$ cat src/rtl/mips8_pkg.sv
// Shared definitions for the 8-bit ALU issue front end: opcodes, FSM states,
// instruction field positions and datapath sizing.
package mips8_pkg;

    localparam int DATA_W = 8;
    localparam int NREGS  = 8;

    localparam logic [2:0] OP_ADD = 3'd0;
    localparam logic [2:0] OP_SUB = 3'd1;
    localparam logic [2:0] OP_AND = 3'd2;
    localparam logic [2:0] OP_OR  = 3'd3;
    localparam logic [2:0] OP_XOR = 3'd4;
    localparam logic [2:0] OP_LI  = 3'd7;

    localparam int OP_LSB  = 13;
    localparam int RD_LSB  = 10;
    localparam int RS_LSB  = 7;
    localparam int RT_LSB  = 4;
    localparam int IMM_LSB = 0;
    localparam int IMM_W   = 8;

    typedef enum logic [1:0] {
        ST_IDLE = 2'd0,
        ST_READ = 2'd1,
        ST_EXEC = 2'd2,
        ST_WB   = 2'd3
    } state_e;

    // Opcodes 5 and 6 are the only unassigned encodings.
    function automatic logic op_is_legal(input logic [2:0] op);
        return !((op == 3'd5) || (op == 3'd6));
    endfunction

endpackage

$ cat src/rtl/mips8_regfile.sv
// Register file: two operand read ports, one debug read port and one
// synchronous write port. r0 always reads as zero.
module mips8_regfile #(
    parameter int DATA_W = mips8_pkg::DATA_W,
    parameter int NREGS  = mips8_pkg::NREGS,
    parameter int ADDR_W = $clog2(NREGS)
) (
    input  logic              clk,
    input  logic              rst,
    input  logic [ADDR_W-1:0] rs_addr,
    output logic [DATA_W-1:0] rs_data,
    input  logic [ADDR_W-1:0] rt_addr,
    output logic [DATA_W-1:0] rt_data,
    input  logic [ADDR_W-1:0] dbg_addr,
    output logic [DATA_W-1:0] dbg_data,
    input  logic              wr_en,
    input  logic [ADDR_W-1:0] wr_addr,
    input  logic [DATA_W-1:0] wr_data
);

    logic [DATA_W-1:0] regs_q [NREGS];
    logic [DATA_W-1:0] regs_d [NREGS];

    always_comb begin
        regs_d = regs_q;
        if (wr_en && (wr_addr != '0)) begin
            regs_d[wr_addr] = wr_data;
        end
        regs_d[0] = '0;
    end

    always_ff @(posedge clk) begin
        if (rst) begin
            for (int i = 0; i < NREGS; i++) begin
                regs_q[i] <= '0;
            end
        end else begin
            regs_q <= regs_d;
        end
    end

    assign rs_data  = (rs_addr  == '0) ? '0 : regs_q[rs_addr];
    assign rt_data  = (rt_addr  == '0) ? '0 : regs_q[rt_addr];
    assign dbg_data = (dbg_addr == '0) ? '0 : regs_q[dbg_addr];

endmodule

$ cat src/rtl/alu_issue_ctrl.sv
// Issue sequencer for the combinational 8-bit ALU: accept, read operands,
// execute, write back. One instruction in flight, four cycles each.
module alu_issue_ctrl #(
    parameter int DATA_W = mips8_pkg::DATA_W,
    parameter int NREGS  = mips8_pkg::NREGS
) (
    input  logic              clk,
    input  logic              rst,
    input  logic              instr_valid,
    output logic              instr_ready,
    input  logic [15:0]       instr,
    output logic [DATA_W-1:0] alu_op1,
    output logic [DATA_W-1:0] alu_op2,
    output logic [2:0]        alu_func,
    input  logic [DATA_W-1:0] alu_result,
    output logic              done,
    output logic              illegal,
    input  logic [2:0]        dbg_addr,
    output logic [DATA_W-1:0] dbg_data
);
    // state   | meaning
    // IDLE    | ready for a new instruction
    // READ    | operands and func loaded toward the ALU
    // EXEC    | ALU result (or LI immediate) captured
    // WB      | write-back, done/illegal pulse
    import mips8_pkg::*;

    state_e            state_q, state_d;
    logic [15:0]       instr_q, instr_d;
    logic [DATA_W-1:0] op1_q, op1_d;
    logic [DATA_W-1:0] op2_q, op2_d;
    logic [2:0]        func_q, func_d;
    logic [DATA_W-1:0] res_q, res_d;
    logic              done_q, done_d;
    logic              illegal_q, illegal_d;

    logic [2:0]        op, rd, rs, rt;
    logic [DATA_W-1:0] imm;
    logic [DATA_W-1:0] rs_data, rt_data;
    logic              wr_en;

    assign op  = instr_q[OP_LSB +: 3];
    assign rd  = instr_q[RD_LSB +: 3];
    assign rs  = instr_q[RS_LSB +: 3];
    assign rt  = instr_q[RT_LSB +: 3];
    assign imm = DATA_W'(instr_q[IMM_LSB +: IMM_W]);

    // Reset on the same edge clears the file, so an aborted WB never lands.
    assign wr_en = (state_q == ST_WB) && op_is_legal(op) && (rd != 3'd0);

    mips8_regfile #(
        .DATA_W (DATA_W),
        .NREGS  (NREGS)
    ) u_regfile (
        .clk      (clk),
        .rst      (rst),
        .rs_addr  (rs),
        .rs_data  (rs_data),
        .rt_addr  (rt),
        .rt_data  (rt_data),
        .dbg_addr (dbg_addr),
        .dbg_data (dbg_data),
        .wr_en    (wr_en),
        .wr_addr  (rd),
        .wr_data  (res_q)
    );

    always_comb begin
        state_d   = state_q;
        instr_d   = instr_q;
        op1_d     = op1_q;
        op2_d     = op2_q;
        func_d    = func_q;
        res_d     = res_q;
        done_d    = 1'b0;
        illegal_d = 1'b0;
        case (state_q)
            ST_IDLE: begin
                if (instr_valid) begin
                    instr_d = instr;
                    state_d = ST_READ;
                end
            end
            ST_READ: begin
                op1_d   = rs_data;
                op2_d   = rt_data;
                func_d  = op;
                state_d = ST_EXEC;
            end
            ST_EXEC: begin
                res_d     = (op == OP_LI) ? imm : alu_result;
                done_d    = 1'b1;
                illegal_d = !op_is_legal(op);
                state_d   = ST_WB;
            end
            ST_WB: begin
                state_d = ST_IDLE;
            end
            default: begin
                state_d = ST_IDLE;
            end
        endcase
    end

    always_ff @(posedge clk) begin
        if (rst) begin
            state_q   <= ST_IDLE;
            instr_q   <= '0;
            op1_q     <= '0;
            op2_q     <= '0;
            func_q    <= '0;
            res_q     <= '0;
            done_q    <= 1'b0;
            illegal_q <= 1'b0;
        end else begin
            state_q   <= state_d;
            instr_q   <= instr_d;
            op1_q     <= op1_d;
            op2_q     <= op2_d;
            func_q    <= func_d;
            res_q     <= res_d;
            done_q    <= done_d;
            illegal_q <= illegal_d;
        end
    end

    assign instr_ready = (state_q == ST_IDLE);
    assign alu_op1     = op1_q;
    assign alu_op2     = op2_q;
    assign alu_func    = func_q;
    assign done        = done_q;
    assign illegal     = illegal_q;

endmodule

$ cat config.mk
export PLATFORM = sky130hd
export DESIGN_NAME = alu_issue_ctrl
export DESIGN_NICKNAME = d
export VERILOG_FILES = /design/src/rtl/mips8_pkg.sv /design/src/rtl/mips8_regfile.sv /design/src/rtl/alu_issue_ctrl.sv
export SDC_FILE = /design/constraint.sdc
export NUM_CORES = 1
export LEC_CHECK = 0
export CAP_MARGIN = 20
export CORE_ASPECT_RATIO = 0.9
export CORE_UTILIZATION = 60
export DETAILED_ROUTE_END_ITERATION = 8
export PLACE_DENSITY = 0.81
export SLEW_MARGIN = 20
export SYNTH_ARGS = -nofsm -noshare
export SYNTH_HDL_FRONTEND = slang
export SYNTH_SLANG_ARGS = --single-unit
$ cat constraint.sdc
create_clock -name clk -period 3 [get_ports clk]
set_clock_uncertainty 0.15 [all_clocks]
set_input_delay 0.6 -clock clk [delete_from_list [all_inputs] [get_ports clk]]
set_output_delay 0.6 -clock clk [all_outputs]
set_load 0.03 [all_outputs]
==> results.yml <==
run_status:
  status: "finished clean"
place:
  dp_slack_ns: -0.155
  port_buffers: 59
  routabilityCongestion: 0.857
  dp_hpwl_um: 8910
cts:
  cts_buffer_depth: 2
  root_buffer: "clkbuf_8"
  cts.clk_slew.worst_paths_ns: 0.09
  cts_sinks: 103
  post_cts_buffers: 0
  h-tree-depth: 3
  clk_latency_ns: 0.37
  cts_tree: "yes"
  numCtsBuffers: 9
worst_setup_path:
  crit_type: "in2out"
  crit_path_start_kind: "input port"
  critPathCaptureType: "primary output"
  critPathMaxFanout: 8
  critPathArrivalTime_ns: 2.20
  worstPathRequired_ns: 2.25
global_route:
  grt_pass1_vias: 4182
  grt_max_degree: 111
  antenna_found_initial: 1
  grtUsageTotal_pct: 29.3
  grt_pass1_wl_um: 22000
  overflow: 0
detailed_routing:
  dr.pass1.iters: 5
  drt_iter0_drc: 371
  post_drt_wl_per_cell_um: 19.6
  viasPerCell: 6.15
  wl_um: 13700
  drcViolationCount: 0
  vias: 4286
  ant_nets: 0
synth:
  synth_top_family_by_area: "multiplexers"
  synth-seq-area-share_pct: 36.7
  synth-xor-area-share_pct: 0.646
  synth_area_um2: 5620
  synth_compound_area_share_pct: 12.0
  syn_nets: 569
  synth_fa_ha_area_share_pct: 1.11
  synth-seq-cells: 103
  yosys-mux-area-fraction_pct: 29.0
  yosysWarnings: 0
  syn_inst: 534
  avgSynthCellArea_um2: 10.5
  ys_types: 38
  synth-simple-area-share_pct: 14.5
power_and_ir_drop:
  power.total_uw: 3840
  ir_drop_v: 0.000619
  power_density_nw_per_um2: 599
  p_leak_uw: 0.00257
die:
  start_util_pct: 61.8
  core_area_um2: 9080
  dieArea_um2: 9750
  die_w_um: 104
  num_io_pins: 60
  die_y_um: 93.8
  rows: 33
finish:
  fill_cells: 709
  antenna_cells: 0
  drive_above_1_share_pct: 17.2
  multiInputGateArea_um2: 3220
  layout_commonest_cell: "dfxtp_1"
  final_nets: 606
  layout_common_cells: "103 x dfxtp_1, 89 x mux2i_1, 76 x nand2b_1"
  seq_area_um2: 2060
  syn_to_final_growth_pct: 14.1
worst_hold_path:
  hold_path.class: "reg2reg"
sta:
  setup_viol: 0
  setup_ws_ns: 0.0541
  hold_violations: 0
  fin_crit_sh_pct: 98.2
  slew_headroom_pct: 44.2
  tightest_slew_ns: 0.835
  max_freq_mhz: 339
  slew_viol_final: 0
  grt_setup_unrepaired: "no"
  period_needed_ns: 2.95
flow_run:
  maxCapViolCount: 0
report_power, final:
part           total [uW]  leakage, uW  switching (uW)  internal [uW]
logic                1080      0.00161             636            445
registers            1660     0.000834             156           1500
clock network        1110     0.000129             472            634
total                3840      0.00257            1260           2580
layer usage:
layer	GRT usage, %	wire length (um)
met3	5.96	1030
met2	48.4	6360
met5	0	0
met1	37.5	5820
met4	12.5	448
cells by family (layout without fill, tap and decap cells):
logic type / count (synthesis) / after routing
AO/OA/AOI/OAI: 79 / 79
XOR/XNOR: 2 / 2
adder cells (fa/ha/maj): 5 / 5
buffers and inverters: 56 / 97
flip-flops: 103 / 103
multiplexers: 136 / 136
AND/OR/NAND/NOR: 153 / 153
registers in the layout, summed over array words and instances, names as in the netlist:
register,cells
illegal,1
u_regfile.regs_q,56
alu_func,3
instr_q,16
done,1
alu_op2,8
res_q,8
state_q,2
alu_op1,8
repair_timing:
item | CTS | global route
hold buffers | 0 | 0
gates cloned | 0 | 0
endpoints found under the setup margin | 8 | 8
resized for setup | 2 | 3
final cells by class:
type                       count  area share [%]
sequential                   103            32.2
inverter                      12           0.703
clock inverter                 6            2.09
clock buffer                   9            1.93
timing repair buffer          70            10.5
tap                          122            2.38
multi-input combinational    375            50.3
cell usage after synthesis:
| master | n | area (um^2) |
|---|---|---|
| a211o_1 | 1 | 8.76 |
| a211oi_1 | 10 | 75.1 |
| a211oi_2 | 7 | 87.6 |
| a211oi_4 | 1 | 20.0 |
| a21oi_1 | 24 | 120 |
| a221oi_1 | 16 | 140 |
| and2_1 | 1 | 6.26 |
| and2b_1 | 1 | 7.51 |
| and3_1 | 1 | 6.26 |
| and3b_1 | 3 | 26.3 |
| buf_1 | 3 | 11.3 |
| buf_12 | 2 | 40.0 |
| buf_2 | 11 | 55.1 |
| buf_4 | 4 | 30.0 |
| buf_6 | 1 | 11.3 |
| clkbuf_1 | 16 | 60.1 |
| clkbuf_2 | 1 | 5.00 |
| clkbuf_8 | 6 | 82.6 |
| dfxtp_1 | 103 | 2060 |
| ha_1 | 5 | 62.6 |
| inv_1 | 11 | 41.3 |
| inv_2 | 1 | 3.75 |
| mux2_2 | 29 | 327 |
| mux2i_1 | 89 | 891 |
| mux4_1 | 1 | 26.3 |
| mux4_2 | 17 | 383 |
| nand2_1 | 41 | 154 |
| nand2b_1 | 76 | 475 |
| nand3_1 | 1 | 5.00 |
| nand3_2 | 1 | 10.0 |
| nor2_1 | 21 | 78.8 |
| nor2b_1 | 6 | 37.5 |
| nor3b_1 | 1 | 7.51 |
| o211ai_4 | 5 | 106 |
| o22ai_1 | 6 | 37.5 |
| o32ai_1 | 9 | 78.8 |
| xnor2_4 | 1 | 27.5 |
| xor2_1 | 1 | 8.76 |
per-stage QoR:
stage	instances	util, %	TNS [ns]	instance area [um^2]	hold WS [ns]
6_report	697	70.6	0	6410	0.313
5_1_grt	697	70.6	0	6410	0.355
4_1_cts	697	70.4	0	6400	0.314
3_5_place_dp	682	67.5	-0.721	6130	0.300
3_3_place_gp	682	67.5	-0.692	6130	0.292
2_1_floorplan	534	-	0	5620	0.286
worst max-delay path, stage by stage:
cell and delay (ns):
clkdlybuf4s50_1 0.56, buf_4 0.22, mux4_2 0.50, inv_1 0.07
a21oi_1 0.06, buf_4 0.18
final timing paths:
kind | from | to | slack (ns) | cells past startpoint
max | dbg_addr[0] | dbg_data[5] | 0.05 | 6
min reg2reg | instr_q[3]$_SDFFE_PP0P_ | instr_q[3]$_SDFFE_PP0P_ | 0.31 | 2
min | instr_q[3]$_SDFFE_PP0P_ | instr_q[3]$_SDFFE_PP0P_ | 0.31 | 2
max reg2reg | instr_q[13]$_SDFFE_PP0P_ | u_regfile.regs_q[32]$_SDFFE_PP0P_ | 0.89 | 3
Power figures use the tool's default switching activity.
